===== src/rtl/move_pkg.sv =====
// Shared types and constants for the move pairing path.
package move_pkg;

  localparam int MOVE_W = 5;
  localparam int STEP_W = 6;

  typedef logic [MOVE_W-1:0] move_t;
  typedef logic [STEP_W-1:0] step_t;

  localparam move_t NULL_MOVE = 5'b00000;

  // One buffered FIFO entry, as stored: {last, move}.
  typedef struct packed {
    logic  last;
    move_t move;
  } fifo_entry_t;

  typedef enum logic [1:0] {
    S_A   = 2'd0,
    S_B   = 2'd1,
    S_OUT = 2'd2
  } pair_state_t;

endpackage


===== src/rtl/move_fifo.sv =====
// First-word-fall-through FIFO; head is valid combinationally whenever fill > 0.
module move_fifo #(
  parameter  int DEPTH = 32,
  parameter  int WIDTH = 6,
  localparam int AW    = $clog2(DEPTH)
) (
  input  logic          clk,
  input  logic          rst,
  input  logic          push,
  input  logic [WIDTH-1:0] wdata,
  input  logic          pop,
  output logic [WIDTH-1:0] rdata,
  output logic [AW:0]   fill
);

  localparam logic [AW:0] FULL_LVL = DEPTH[AW:0];

  logic [WIDTH-1:0] mem [DEPTH];
  logic [AW-1:0]    wr_ptr;
  logic [AW-1:0]    rd_ptr;
  logic             push_ok;
  logic             pop_ok;

  // Full blocks a push even when a pop frees a slot in the same cycle.
  assign push_ok = push && (fill != FULL_LVL);
  assign pop_ok  = pop  && (fill != '0);
  assign rdata   = mem[rd_ptr];

  always_ff @(posedge clk) begin
    if (push_ok) mem[wr_ptr] <= wdata;
  end

  always_ff @(posedge clk) begin
    if (rst) begin
      wr_ptr <= '0;
      rd_ptr <= '0;
      fill   <= '0;
    end else begin
      if (push_ok) wr_ptr <= wr_ptr + 1'b1;
      if (pop_ok)  rd_ptr <= rd_ptr + 1'b1;
      case ({push_ok, pop_ok})
        2'b10:   fill <= fill + 1'b1;
        2'b01:   fill <= fill - 1'b1;
        default: fill <= fill;
      endcase
    end
  end

endmodule


===== src/rtl/step_conversion.sv =====
// Combinational converter from a pair of one-move moves to one two-move step.
module step_conversion
  import move_pkg::*;
(
  input  logic [MOVE_W-1:0] move_a,
  input  logic [MOVE_W-1:0] move_b,
  output logic [STEP_W-1:0] step
);

  logic [MOVE_W-1:0] b_res;

  // First move scaled by two plus the residue of the second move mod 6.
  assign b_res = move_b % move_t'(6);
  assign step  = {move_a, 1'b0} + {1'b0, b_res};

endmodule


===== src/rtl/move_pair_sequencer.sv =====
// Buffers solver moves, pairs them and presents registered two-move steps downstream.
module move_pair_sequencer
  import move_pkg::*;
#(
  parameter int DEPTH = 32
) (
  input  logic                     clk,
  input  logic                     rst,
  input  logic [MOVE_W-1:0]        in_move,
  input  logic                     in_last,
  input  logic                     in_valid,
  output logic                     in_ready,
  output logic [STEP_W-1:0]        out_step,
  output logic                     out_last,
  output logic                     out_valid,
  input  logic                     out_ready,
  output logic [$clog2(DEPTH):0]   fill
);

  localparam int AW = $clog2(DEPTH);
  localparam logic [AW:0] FULL_LVL = DEPTH[AW:0];

  pair_state_t state;
  move_t       reg_a;
  fifo_entry_t head;
  logic [MOVE_W:0] head_raw;
  logic        head_vld;
  logic        push;
  logic        pop;
  move_t       conv_a;
  move_t       conv_b;
  step_t       conv_step;

  assign in_ready = !rst && (fill != FULL_LVL);
  assign push     = in_valid && in_ready;
  assign head     = fifo_entry_t'(head_raw);
  assign head_vld = (fill != '0);
  assign pop      = head_vld && (state != S_OUT);

  move_fifo #(
    .DEPTH (DEPTH),
    .WIDTH (MOVE_W + 1)
  ) u_fifo (
    .clk   (clk),
    .rst   (rst),
    .push  (push),
    .wdata ({in_last, in_move}),
    .pop   (pop),
    .rdata (head_raw),
    .fill  (fill)
  );

  // In S_A the converter only matters for a lone last move, paired with NULL_MOVE.
  assign conv_a = (state == S_A) ? head.move : reg_a;
  assign conv_b = (state == S_A) ? NULL_MOVE : head.move;

  step_conversion u_conv (
    .move_a (conv_a),
    .move_b (conv_b),
    .step   (conv_step)
  );

  assign out_valid = (state == S_OUT);

  always_ff @(posedge clk) begin
    if (rst) begin
      state    <= S_A;
      reg_a    <= NULL_MOVE;
      out_step <= '0;
      out_last <= 1'b0;
    end else begin
      case (state)
        S_A: begin
          if (head_vld) begin
            reg_a <= head.move;
            if (head.last) begin
              out_step <= conv_step;
              out_last <= 1'b1;
              state    <= S_OUT;
            end else begin
              state <= S_B;
            end
          end
        end
        S_B: begin
          if (head_vld) begin
            out_step <= conv_step;
            out_last <= head.last;
            state    <= S_OUT;
          end
        end
        S_OUT: begin
          if (out_ready) state <= S_A;
        end
        default: state <= S_A;
      endcase
    end
  end

endmodule


===== config.mk =====
export PLATFORM = sky130hd
export DESIGN_NAME = move_pair_sequencer
export DESIGN_NICKNAME = d
export VERILOG_FILES = /design/src/rtl/move_pkg.sv /design/src/rtl/move_fifo.sv /design/src/rtl/step_conversion.sv /design/src/rtl/move_pair_sequencer.sv
export SDC_FILE = /design/constraint.sdc
export NUM_CORES = 1
export LEC_CHECK = 0
export BUFFER_PORTS_ARGS = -buffer_cell sky130_fd_sc_hd__buf_2
export CAP_MARGIN = 25
export CORE_MARGIN = 2
export CORE_UTILIZATION = 50
export CTS_BUF_LIST = sky130_fd_sc_hd__clkbuf_2 sky130_fd_sc_hd__clkbuf_4 sky130_fd_sc_hd__clkbuf_8
export DETAILED_ROUTE_END_ITERATION = 7
export HOLD_SLACK_MARGIN = 0.02
export PLACE_DENSITY = 0.66
export REMOVE_ABC_BUFFERS = 1
export SLEW_MARGIN = 20
export SYNTH_ARGS = -nofsm -noshare
export SYNTH_HDL_FRONTEND = slang
export SYNTH_SLANG_ARGS = --single-unit

===== constraint.sdc =====
create_clock -name clk -period 5.9 [get_ports clk]
set_input_delay 1.18 -clock clk [delete_from_list [all_inputs] [get_ports clk]]
set_output_delay 1.18 -clock clk [all_outputs]
set_load 0.02 [all_outputs]

# After elaboration in Yosys (flattened, before gate mapping)
# Memories as Yosys holds them, arrays and structs flattened. A register that Yosys moved wholly into a read port is not among the register bits.
# Index checks and enable logic that the tools add are counted.
dict set report op_classes {
  add_sub_neg 5
  div_mod_pow 1
  n_eq_ne 10
  n_mux 20
  reduce_logical 13
}
# op count
set ops {}
lappend ops {{case mux 6 bit (2 select lines)} 2}
lappend ops {{2-to-1 mux 5 bit} 4}
lappend ops {{2-to-1 mux 6 bit} 3}
lappend ops {{adder 5 x 1 -> 5 bit (second input constant)} 2}
lappend ops {{2-to-1 mux 2 bit} 4}
lappend ops {{!= test 2 bit (second input constant)} 4}
lappend ops {{adder 6 x 1 -> 6 bit (second input constant)} 1}
lappend ops {{adder 6 x 5 -> 6 bit} 1}
lappend ops {{!= test 6 bit (second input constant)} 1}
lappend ops {{case mux 2 bit (3 select lines)} 1}
lappend ops {{nonzero test 6 bit} 1}
lappend ops {{subtractor 6 x 1 -> 6 bit (second input constant)} 1}
lappend ops {{logical AND 1 bit} 5}
lappend ops {{modulo 5 x 3 -> 5 bit (second input constant)} 1}
lappend ops {{2-to-1 mux 1 bit} 5}
lappend ops {{== test 2 x 1 -> 1 bit (second input constant)} 2}
lappend ops {{== test 2 bit (second input constant)} 2}
lappend ops {{AND reduction 4 bit} 1}
lappend ops {{nonzero test 2 bit} 2}
lappend ops {{AND reduction 3 bit} 1}
lappend ops {{zero test 2 bit} 1}
lappend ops {{!= test 2 x 1 -> 1 bit (second input constant)} 1}
lappend ops {{case mux 1 bit (2 select lines)} 1}
lappend ops {{AND reduction 2 bit} 1}
lappend ops {{zero test 1 bit} 1}
dict set report totals {
  reg_bits 30
  ram_bits 192
  inputBits 10
  out_inout_bits 15
  wordCells 57
  n_memories 1
}
# name depth width rd rd_ports_with_merged_regs wr line_no
set mem_list {}
lappend mem_list {u_fifo.mem 32 6 1 1 1 move_fifo.sv:18} ;# logic [WIDTH-1:0] mem [DEPTH];

# Depth between registers and ports, before layout
# Gate-level depths: netlist of run 1.
dict set report logic_depth {
  ltp_word 7
  mapped_depth 23
  mapped_depth_nobuf 20
}

# Cells and area by module
# Synthesis of run 1 repeated with hierarchy kept, for this count alone.
dict set report hier_totals {
  cells_unflattened 653
  area_unflattened_um2 9912.0
}
# module n_inst cells_each area_each_um2 seq_area_each_um2
set modules_own_cells {}
lappend modules_own_cells {move_fifo 1 528 8753.4 6185.9}
lappend modules_own_cells {move_pair_sequencer 1 84 802.0 280.3}
lappend modules_own_cells {step_conversion 1 41 356.6 0.0}

# Worst setup path after synthesis of run 1
# No wires, ideal clock.
dict set report synth_timing {
  path_kind {register to register}
  start {register (tool-made name)}
  end {register out_step[5]}
  setup_time_ps 128
  arrival_ps 4795
  required_ps 5772
  slack_ps 978
  stages_incl_launch_ff 19
  path_buffers 2
  synth_period_minus_slack_ps 4922
  path_cell_list {dfxtp_1 > buf_6 > buf_12 > mux4_1 > mux4_2 > mux2_4 > or3_1 > ha_1 > or4_1 > o21a_2 > and4b_4 > mux2_4 > fa_1 > a21o_1 > a21oi_1 > xor2_1 > nor2_1 > a21oi_1 > nor2_1}
}
# element line_no
set synth_rtl {}
lappend synth_rtl {{end signal, assigned} move_pair_sequencer.sv:77} ;# out_step <= conv_step;
lappend synth_rtl {{end signal, assigned} move_pair_sequencer.sv:87} ;# out_step <= conv_step;
lappend synth_rtl {{end, declared} move_pair_sequencer.sv:13} ;# output logic [STEP_W-1:0] out_step,

==> impl_results.md, run 1 <==
- Status: finished clean
- Max-cap violations: 0
- Hold-fix buffers, CTS: 0
- Hold Path Class: flip-flop to flip-flop
- Die Ht: 142 um
- FFs w/ async S/R, synth: 0%
- Post-synth EDFFs: 192
- Io pins: 25
- Layout Nets: 650
- Critical path's slowest cell: mux4_1
- Max Root-Sink Buffers: 3
- Worst-path maximum fanout: 15
- Final Slew Violations: 0
- Comb pwr share: 32.3%
- Worst Setup Start Kind: flip-flop
- Fin. Hold Viols: 0
- Clock transition at path regs: 0.06 ns
- Peak Freq: 189 MHz
- PwrDens: 457 nW/um^2
- GPL Wtd Cong: 0.780
- # diodes: 0
- Yosys reg bits: 227
- Ys Warns: 0
- Seq/Total Area, Yosys: 68.3%
- Skew-Pair Late Insertion Delay: 0.53 ns
- Row Count: 50
- Clock share of power: 27.8%
- Post-Synthesis Cells: 573
- Required @ worst endpoint: 6.29 ns
- Hpwl dp: 12700 um
- Final min period: 5.28 ns
- Die X: 142 um
- Starting density of the core: 50.8%
- Most frequent cells in the layout: edfxtp_1, nor2_1, clkbuf_8
- Global-route wire length before repair: 30200 um
- Die area: 20100 um^2
- First drt pass iteration count: 7
- P&R area growth vs syn: 11.4%
- Worst vdd ir: 0.000180 V
- H-tree depth: 2
- Final Skew: 0.0206 ns
- Most common cell after layout, fill and taps aside: edfxtp_1
- Final setup fails: 0
- Postcts setup bufs: 0
- Grt ovf: 0
- Maximum number of pins on one net before global-route repair: 33
- Final ANT Viol Nets: 0
- Share of layout cells above drive strength 1: 23.1%
- Vias per cell: 5.83
- Slew HR: 46.8%
- Number of gates resized after cts: 0
- LEAKAGE: 3.56 nW
- CTS tree: built
- Num CTS Buffers: 37
- Vias: 5120
- Sw frac: 31.5%
- Final period utilization: 89.5%
- Routed WL: 19700 um
- Slew @ Worst Pin: 0.796 ns
- WP data arrival: 5.67 ns
- Critical Setup Path Class: flip-flop to flip-flop
- Worst path cell trace: mux4_1 > mux4_2 > mux2_4 > or3_1 > ha_1 > or4_1 > o21a_2 > and4b_4 > mux2_4 > fa_1 > a21o_1 > a21oi_1 > xor2_1 > nor2_1 > a21oi_1 > nor2_1
- Clock sinks: 227
- Fillers: 1449
- Total chip power: 4.82 mW
- Wire per inst: 22.4 um
- Initial antenna violation count: 0
- Cell Area, Synth: 9470 um^2
- Number of distinct library cells after synthesis: 54
- Port bufs: 24
- Flop pwr share: 39.9%
- Multi-input logic area: 2830 um^2
- Internal Dissipation: 3.30 mW
- CTS root buf: clkbuf_8
- Worst slack, placed: 0.620 ns
- Endpoint type of the worst setup path: flip-flop
- Vias in the first global route: 5253
- Gr usage total: 20.4%
- Worst Slack Setup Final: 0.620 ns
- Switching Power: 1.52 mW
- Reg area: 6470 um^2
- DRT iter0 DRCs: 383
- Top FF cell, synth: edfxtp_1
- Drt drc: 0
- Core footprint: 18600 um^2
- Unrepaired setup endpoints after global routing: no
- Worst path max stage delay: 0.63 ns
- Syn Area/Cell: 16.5 um^2
-- critical path: cells and delay by family (launching register included) --
kind	cells	cell delay (ns)
AO/OA/AOI/OAI	4	0.69
XOR/XNOR	1	0.16
adder cells (fa/ha/maj)	2	0.78
flip-flops	1	0.59
multiplexers	4	1.72
AND/OR/NAND/NOR	5	1.19
-- sequential cells by signal, summed over array words and instances (netlist names), named ones only --
register	cells
out_step	6
state	2
out_last	1
u_fifo.fill	6
reg_a	5
u_fifo.wr_ptr	5
u_fifo.rd_ptr	5
u_fifo.mem	192
-- stage by stage --
| stage | setup TNS, ns | instances | area [um^2] | utilization, % | hold WS [ns] |
|---|---|---|---|---|---|
| floorplan | -0.558 | 548 | 9330 | - | 0.445 |
| CTS | 0 | 878 | 10500 | 56.6 | 0.474 |
| finish | 0 | 878 | 10500 | 56.6 | 0.479 |
| global route | 0 | 878 | 10500 | 56.6 | 0.510 |
| detailed placement | 0 | 817 | 9830 | 52.7 | 0.464 |
| global placement | 0 | 817 | 9830 | 52.7 | 0.461 |
-- cell usage after synthesis (9+ instances only) --
master	n	area share, %
mux4_2	39	9.3
mux2i_1	25	2.6
xor2_1	12	1.1
dfxtp_1	35	7.4
clkbuf_1	12	0.48
a21oi_1	19	1.0
ha_1	16	2.1
mux4_1	9	2.5
nor2_1	76	3.0
nand2_1	31	1.2
edfxtp_1	192	61
inv_1	9	0.36
-- metal layers --
layer	up-vias	part of all wire (%)	wire length (um)	GRT usage [%]
li1	2314	-	-	-
met1	2607	43	8420	27.4
met2	168	49	9690	33.3
met3	31	5.9	1150	4.22
met4	0	2.3	449	7.95
met5	-	0	0	0
-- worst paths after layout --
kind	from	end	slack, ns	cells after the start
setup / recovery	flip-flop	out_step[5]$_SDFFE_PP0P_	0.62	16
hold / removal	out_step[4]$_SDFFE_PP0P_	out_step[4]$_SDFFE_PP0P_	0.48	2
setup reg to reg	flip-flop	out_step[5]$_SDFFE_PP0P_	0.62	16
hold reg to reg	out_step[4]$_SDFFE_PP0P_	out_step[4]$_SDFFE_PP0P_	0.48	2
-- kinds of logic (layout without fill, tap and decap cells) --
logic type,after synthesis,in the layout,synth area share (%)
AO/OA/AOI/OAI,46,46,3.04
XOR/XNOR,17,17,1.57
adder cells (fa/ha/maj),18,18,2.54
buffers and inverters,35,106,1.89
flip-flops,227,227,68.3
multiplexers,80,80,15.5
AND/OR/NAND/NOR,150,150,7.18
-- power groups by stage --
stage	Clock [mW]	Combinational, mW	Sequential, mW
after floorplan	0	1.11	2.02
after global placement	0	1.51	1.95
after detailed placement	0	1.55	1.96
after CTS	1.36	1.56	1.93
after global routing	1.44	1.72	1.94
final	1.34	1.56	1.92
-- layout make-up --
type / instances / area share [%]
repair buffers: 35 / 1.92
clock inverters: 8 / 0.605
flip-flops and latches: 227 / 61.3
inverters: 10 / 0.356
well taps: 234 / 2.78
clock buffers: 53 / 6.20
multi-input cells: 311 / 26.8
Note: power is estimated with default switching activity, not from simulation.
==> run 2: changes to the inputs <==
Settings changed: CTS_CLUSTER_DIAMETER set to 30, SYNTH_HIERARCHICAL set to 1.
==> impl_results.md, run 2 <==
- Status: finished clean
- Syn Area/Cell: 15.2 um^2
- H-tree depth: 2
- Grt ovf: 0
- LEAKAGE: 3.70 nW
- Required @ worst endpoint: 6.37 ns
- Starting density of the core: 50.9%
- Num CTS Buffers: 47
- Cell Area, Synth: 9910 um^2
- Critical path's top delay family: compound AO/OA/AOI/OAI gates
- Share of the synthesized area in the top cell type: 58.2%
- Synth cell count leaders: edfxtp_1, mux2i_1, nor2_1
- # diodes: 0
- Top FF cell, synth: edfxtp_1
- Setup TNS Final: 0 ns
- Worst Setup Start Kind: flip-flop
- Vias in the first global route: 5731
- Layout Nets: 724
- GPL Wtd Cong: 0.801
- DRT iter0 DRCs: 481
- Area contributors post-synth: edfxtp_1, dfxtp_1, mux2i_1
- Final Skew: 0.0175 ns
- Fin. Hold Viols: 0
- Vias per cell: 5.69
- Core footprint: 19500 um^2
- Global-route wire length before repair: 31600 um
- Ys Warns: 6
- Non-Filler Instances: 1002
- Largest reg by FF count: u_fifo/mem
- Io pins: 25
- Wire per inst: 20.1 um
- Clock sinks: 227
- First drt pass iteration count: 5
- Share of layout cells above drive strength 1: 20.8%
- Hold-fix buffers, CTS: 0
- Post-synth EDFFs: 192
- R2R cell count: 19
- Slew HR: 36.8%
- Die Ht: 145 um
- Most common cell after layout, fill and taps aside: edfxtp_1
- Post-Synthesis Cells: 653
- Die area: 21000 um^2
- Die X: 145 um
- Gr usage total: 20.1%
- Peak Freq: 184 MHz
- Skew-Pair Late Insertion Delay: 0.55 ns
- Worst-path maximum fanout: 16
- Max Root-Sink Buffers: 3
- Most frequent cells in the layout: edfxtp_1, mux2i_1, nor2_1
- Seq/Total Area, Yosys: 65.2%
- Synth area leader: edfxtp_1
- Largest registers: u_fifo/mem x192, out_step x6, u_fifo/fill x6
- Endpoint type of the worst setup path: flip-flop
- WHS Path Cells: 2
- Routed WL: 20200 um
- CTS tree: built
- Hold Path Class: flip-flop to flip-flop
- Slew @ Worst Pin: 0.946 ns
- Final min period: 5.43 ns
- CP dominant cell by count: ha_1
- Unrepaired setup endpoints after global routing: no
- Number of distinct library cells after synthesis: 67
- Final period utilization: 92.0%
- Combined buffer and inverter count along the critical path: 1
- CTS root buf: clkbuf_8
- Final setup fails: 0
- Yosys reg bits: 227
- Worst path max stage delay: 0.58 ns
- Worst vdd ir: 0.000267 V
- Vias: 5699
- Final Slew Violations: 0
- Stages on worst setup path: 19
- Total chip power: 4.64 mW
- Final ANT Viol Nets: 0
- Row Count: 51
- Most common cell in the netlist: edfxtp_1
- FFs w/ async S/R, synth: 0%
- Critical Setup Path Class: flip-flop to flip-flop
- Fillers: 1522
- Max reg flops: 192
- Worst path cell trace: buf_4 > mux4_2 > a221oi_1 > nand3_1 > nor2b_1 > nand3b_1 > ha_1 > o311ai_0 > o21ai_0 > ha_1 > a41o_1 > nor4b_4 > mux2_4 > fa_1 > a21o_1 > a21oi_1 > xnor2_1 > nand2b_1 > mux2i_1
- P&R area growth vs syn: 13.0%
- Maximum number of pins on one net before global-route repair: 48
- Drt drc: 0
- WP data arrival: 5.89 ns
- Port bufs: 24
- PwrDens: 414 nW/um^2
- Critical path's slowest cell: dfxtp_2
- Placed cell count: 915
- Clock transition at path regs: 0.06 ns
- Initial antenna violation count: 0
- Hpwl dp: 12700 um
- Max-cap violations: 0
[run 2: timing repair]
item / CTS / global route
setup buffers: 0 / 0
setup endpoints to repair: 0 / 2
hold endpoints to repair: 0 / 0
resized for setup: 0 / 1
[run 2: per-layer routing]
metal  vias to the layer above  global-route usage (%)  wire [um]
met5                         -                       0          0
met4                         0                    8.94        698
met3                        55                    3.36        771
met2                       150                    32.6       9840
met1                      2866                    26.9       8860
li1                       2628                       -          -
[run 2: layout make-up]
type | count | area, um^2 | area share, %
Clock inverter | 30 | 249 | 2.22
Multi-Input combinational cell | 383 | 3210 | 28.6
Clock buffer | 57 | 728 | 6.50
Sequential cell | 227 | 6470 | 57.8
Inverter | 10 | 38.8 | 0.346
Timing Repair Buffer | 30 | 178 | 1.59
Tap cell | 265 | 332 | 2.96
[run 2: kinds of logic (layout without fill, tap and decap cells)]
family | Yosys count | in the layout | share of synthesized area [%]
buffers and inverters | 43 | 127 | 2.40
DFF | 227 | 227 | 65.2
adders and majority gates | 16 | 16 | 2.07
muxes | 94 | 94 | 13.1
xor gates and xnor gates | 16 | 16 | 1.41
AOI/OAI and AO/OA | 82 | 82 | 6.22
and+or+nand+nor | 175 | 175 | 9.54
[run 2: stage by stage]
| step | cell area, um^2 | setup slack [ns] | hold WS [ns] | util [%] |
|---|---|---|---|---|
| after floorplan | 9710 | -0.405 | 0.446 | - |
| after global placement | 10200 | 0.315 | 0.455 | 52.5 |
| after detailed placement | 10200 | 0.155 | 0.461 | 52.5 |
| after CTS | 11200 | 0.135 | 0.473 | 57.6 |
| after global routing | 11200 | 0.0224 | 0.484 | 57.6 |
| final | 11200 | 0.474 | 0.472 | 57.6 |
[run 2: where the power goes]
| group | leakage (nW) | total (mW) | internal, mW | switching (mW) |
|---|---|---|---|---|
| sequential | 2.01 | 1.90 | 1.80 | 0.0952 |
| combinational | 1.20 | 1.10 | 0.485 | 0.612 |
| clock | 0.486 | 1.64 | 0.930 | 0.710 |
| total | 3.70 | 4.64 | 3.22 | 1.42 |
[run 2: final timing paths]
| check | start | end | slack [ns] |
|---|---|---|---|
| min | out_step[0]$_SDFFE_PP0P_ | out_step[0]$_SDFFE_PP0P_ | 0.47 |
| max | flip-flop | out_step[5]$_SDFFE_PP0P_ | 0.47 |
| min reg2reg | out_step[0]$_SDFFE_PP0P_ | out_step[0]$_SDFFE_PP0P_ | 0.47 |
| max reg2reg | flip-flop | out_step[5]$_SDFFE_PP0P_ | 0.47 |
[run 2: worst register-to-register path: cells and delay by family (launching register included)]
family	cells	cell delay, ns
XOR/XNOR	1	0.14
flip-flops	1	0.58
AND/OR/NAND/NOR	5	0.98
adder cells (fa/ha/maj)	3	0.99
multiplexers	3	1.02
buffers and inverters	1	0.36
AO/OA/AOI/OAI	6	1.30
==> run 3: changes to the inputs <==
Settings changed: CORE_UTILIZATION 50 to 60, PLACE_DENSITY 0.66 to 0.77.
==> impl_results.md, run 3 (same netlist as run 2, synthesis figures left out) <==
- CTS tree: built
- Peak Freq: 185 MHz
- Port bufs: 24
- LEAKAGE: 3.63 nW
- CTS root buf: clkbuf_8
- Non-Filler Instances: 942
- Skew-Pair Late Insertion Delay: 0.53 ns
- Min-delay src: out_step[5]$_SDFFE_PP0P_
- Share of layout cells above drive strength 1: 19.1%
- Final Skew: 0.0214 ns
- Vias: 5648
- Number of gates resized after cts: 0
- Slew @ Worst Pin: 0.924 ns
- GPL Wtd Cong: 0.863
- DRT iter0 DRCs: 468
- Routed WL: 19700 um
- Row Count: 46
- Wire per inst: 20.9 um
- Maximum number of pins on one net before global-route repair: 48
- Die Ht: 133 um
- Slew HR: 38.3%
- Status: finished clean
- Die area: 17600 um^2
- Worst vdd ir: 0.000299 V
- R2R cell count: 19
- First drt pass iteration count: 5
- Layout Nets: 720
- Global-route wire length before repair: 30900 um
- Vias in the first global route: 5758
- Io pins: 25
- Unrepaired setup endpoints after global routing: no
- Required @ worst endpoint: 6.35 ns
- PwrDens: 402 nW/um^2
- Final setup fails: 0
- Post-DP Area: 10200 um^2
- Hpwl dp: 12800 um
- Clock sinks: 227
- Most frequent cells in the layout: edfxtp_1, mux2i_1, nor2_1
- Worst-path maximum fanout: 10
- Worst slack, placed: 0.486 ns
- Final min period: 5.42 ns
- Initial antenna violation count: 0
- Worst Slack Setup Final: 0.482 ns
- R2r setup slk: 0.48 ns
- Final ANT Viol Nets: 0
- Num CTS Buffers: 42
- Max reg flops: 192
- Vias per cell: 6.00
- Hold Path Sink: out_step[5]$_SDFFE_PP0P_
- Final period utilization: 91.8%
- Placed cell count: 867
- # diodes: 0
- Postcts setup bufs: 0
- Hold Path Class: flip-flop to flip-flop
- Grt ovf: 0
- Largest reg by FF count: u_fifo/mem
- Endpoint type of the worst setup path: flip-flop
- Clock transition at path regs: 0.06 ns
- Drt drc: 0
- Die X: 133 um
- Max-cap violations: 0
- Hold-fix buffers, CTS: 0
- Post-layout instance area: 11000 um^2
- WHS Path Cells: 2
- Largest registers: u_fifo/mem x192, out_step x6, u_fifo/fill x6
- H-tree depth: 2
- Gr usage total: 23.0%
- Fin. Hold Viols: 0
- P&R area growth vs syn: 11.0%
- WP data arrival: 5.86 ns
- Capture point of the worst reg-to-reg path: out_step[5]$_SDFFE_PP0P_
- Critical Setup Path Class: flip-flop to flip-flop
- Final Slew Violations: 0
- Core footprint: 16000 um^2
- Setup TNS Final: 0 ns
- Most common cell after layout, fill and taps aside: edfxtp_1
- Worst Setup Start Kind: flip-flop
- Max Root-Sink Buffers: 3
- Starting density of the core: 61.9%
-- run 3: cell types whose count changed in the layout (fill, tap and decap cells not counted), sizes merged --
cell,change
buf,+1
bufinv,-1
clkbuf,-6
clkinv,-2
clkinvlp,-2
inv,-1
-- run 3: power breakdown --
| part | internal, mW | switching (mW) | leakage, nW |
|---|---|---|---|
| logic | 0.484 | 0.613 | 1.20 |
| clock network | 0.794 | 0.638 | 0.416 |
| registers | 1.80 | 0.0908 | 2.01 |
| total | 3.08 | 1.34 | 3.63 |
-- run 3: stage by stage --
| step | util (%) | total power, mW | hold WS, ns |
|---|---|---|---|
| 6_report | 68.7 | 4.42 | 0.465 |
| 5_1_grt | 68.7 | 4.65 | 0.490 |
| 2_1_floorplan | - | 2.77 | 0.446 |
| 3_5_place_dp | 63.6 | 3.02 | 0.461 |
| 4_1_cts | 68.7 | 4.46 | 0.469 |
| 3_3_place_gp | 63.6 | 2.98 | 0.455 |
-- run 3: worst max path at each step --
stage	end	depth (start not counted)	startpoint	slack [ns]
after floorplan	out_step[5]$_SDFFE_PP0P_	19	flip-flop	-0.40
after global placement	out_step[5]$_SDFFE_PP0P_	20	flip-flop	0.68
after detailed placement	out_step[5]$_SDFFE_PP0P_	20	flip-flop	0.49
after CTS	out_step[5]$_SDFFE_PP0P_	20	flip-flop	0.46
after global routing	out_step[5]$_SDFFE_PP0P_	20	flip-flop	0.13
final	out_step[5]$_SDFFE_PP0P_	19	flip-flop	0.48
-- run 3: layer usage --
metal | global-route usage, % | routed length (um) | up-vias | part of all wire [%]
met5 | 0 | 0 | - | 0
met4 | 8.12 | 534 | 0 | 2.7
met3 | 5.21 | 1410 | 45 | 7.1
met2 | 38.3 | 9920 | 209 | 50
met1 | 30.1 | 7870 | 2782 | 40
li1 | - | - | 2612 | -
-- run 3: worst max-delay path: stages, from the launching register on --
cell and delay (ns):
dfxtp_1 0.66, buf_4 0.27, mux4_2 0.53, a22o_1 0.19
a221oi_1 0.32, nand3_1 0.21, nor2b_1 0.26, nand3b_1 0.19
ha_1 0.30, o21ai_0 0.17, ha_1 0.27, a41o_1 0.26
nor4b_4 0.28, mux2_4 0.35, fa_1 0.42, a21o_1 0.17
a21oi_1 0.17, xnor2_1 0.13, nand2b_1 0.06, mux2i_1 0.11
-- run 3: layout make-up --
cell class / count / area (um^2)
Multi-Input combinational cell: 383 / 3210
Timing Repair Buffer: 31 / 185
Inverter: 10 / 38.8
Fill cell: 1115 / 5000
Tap cell: 216 / 270
Clock buffer: 51 / 658
Clock inverter: 24 / 168
Sequential cell: 227 / 6470
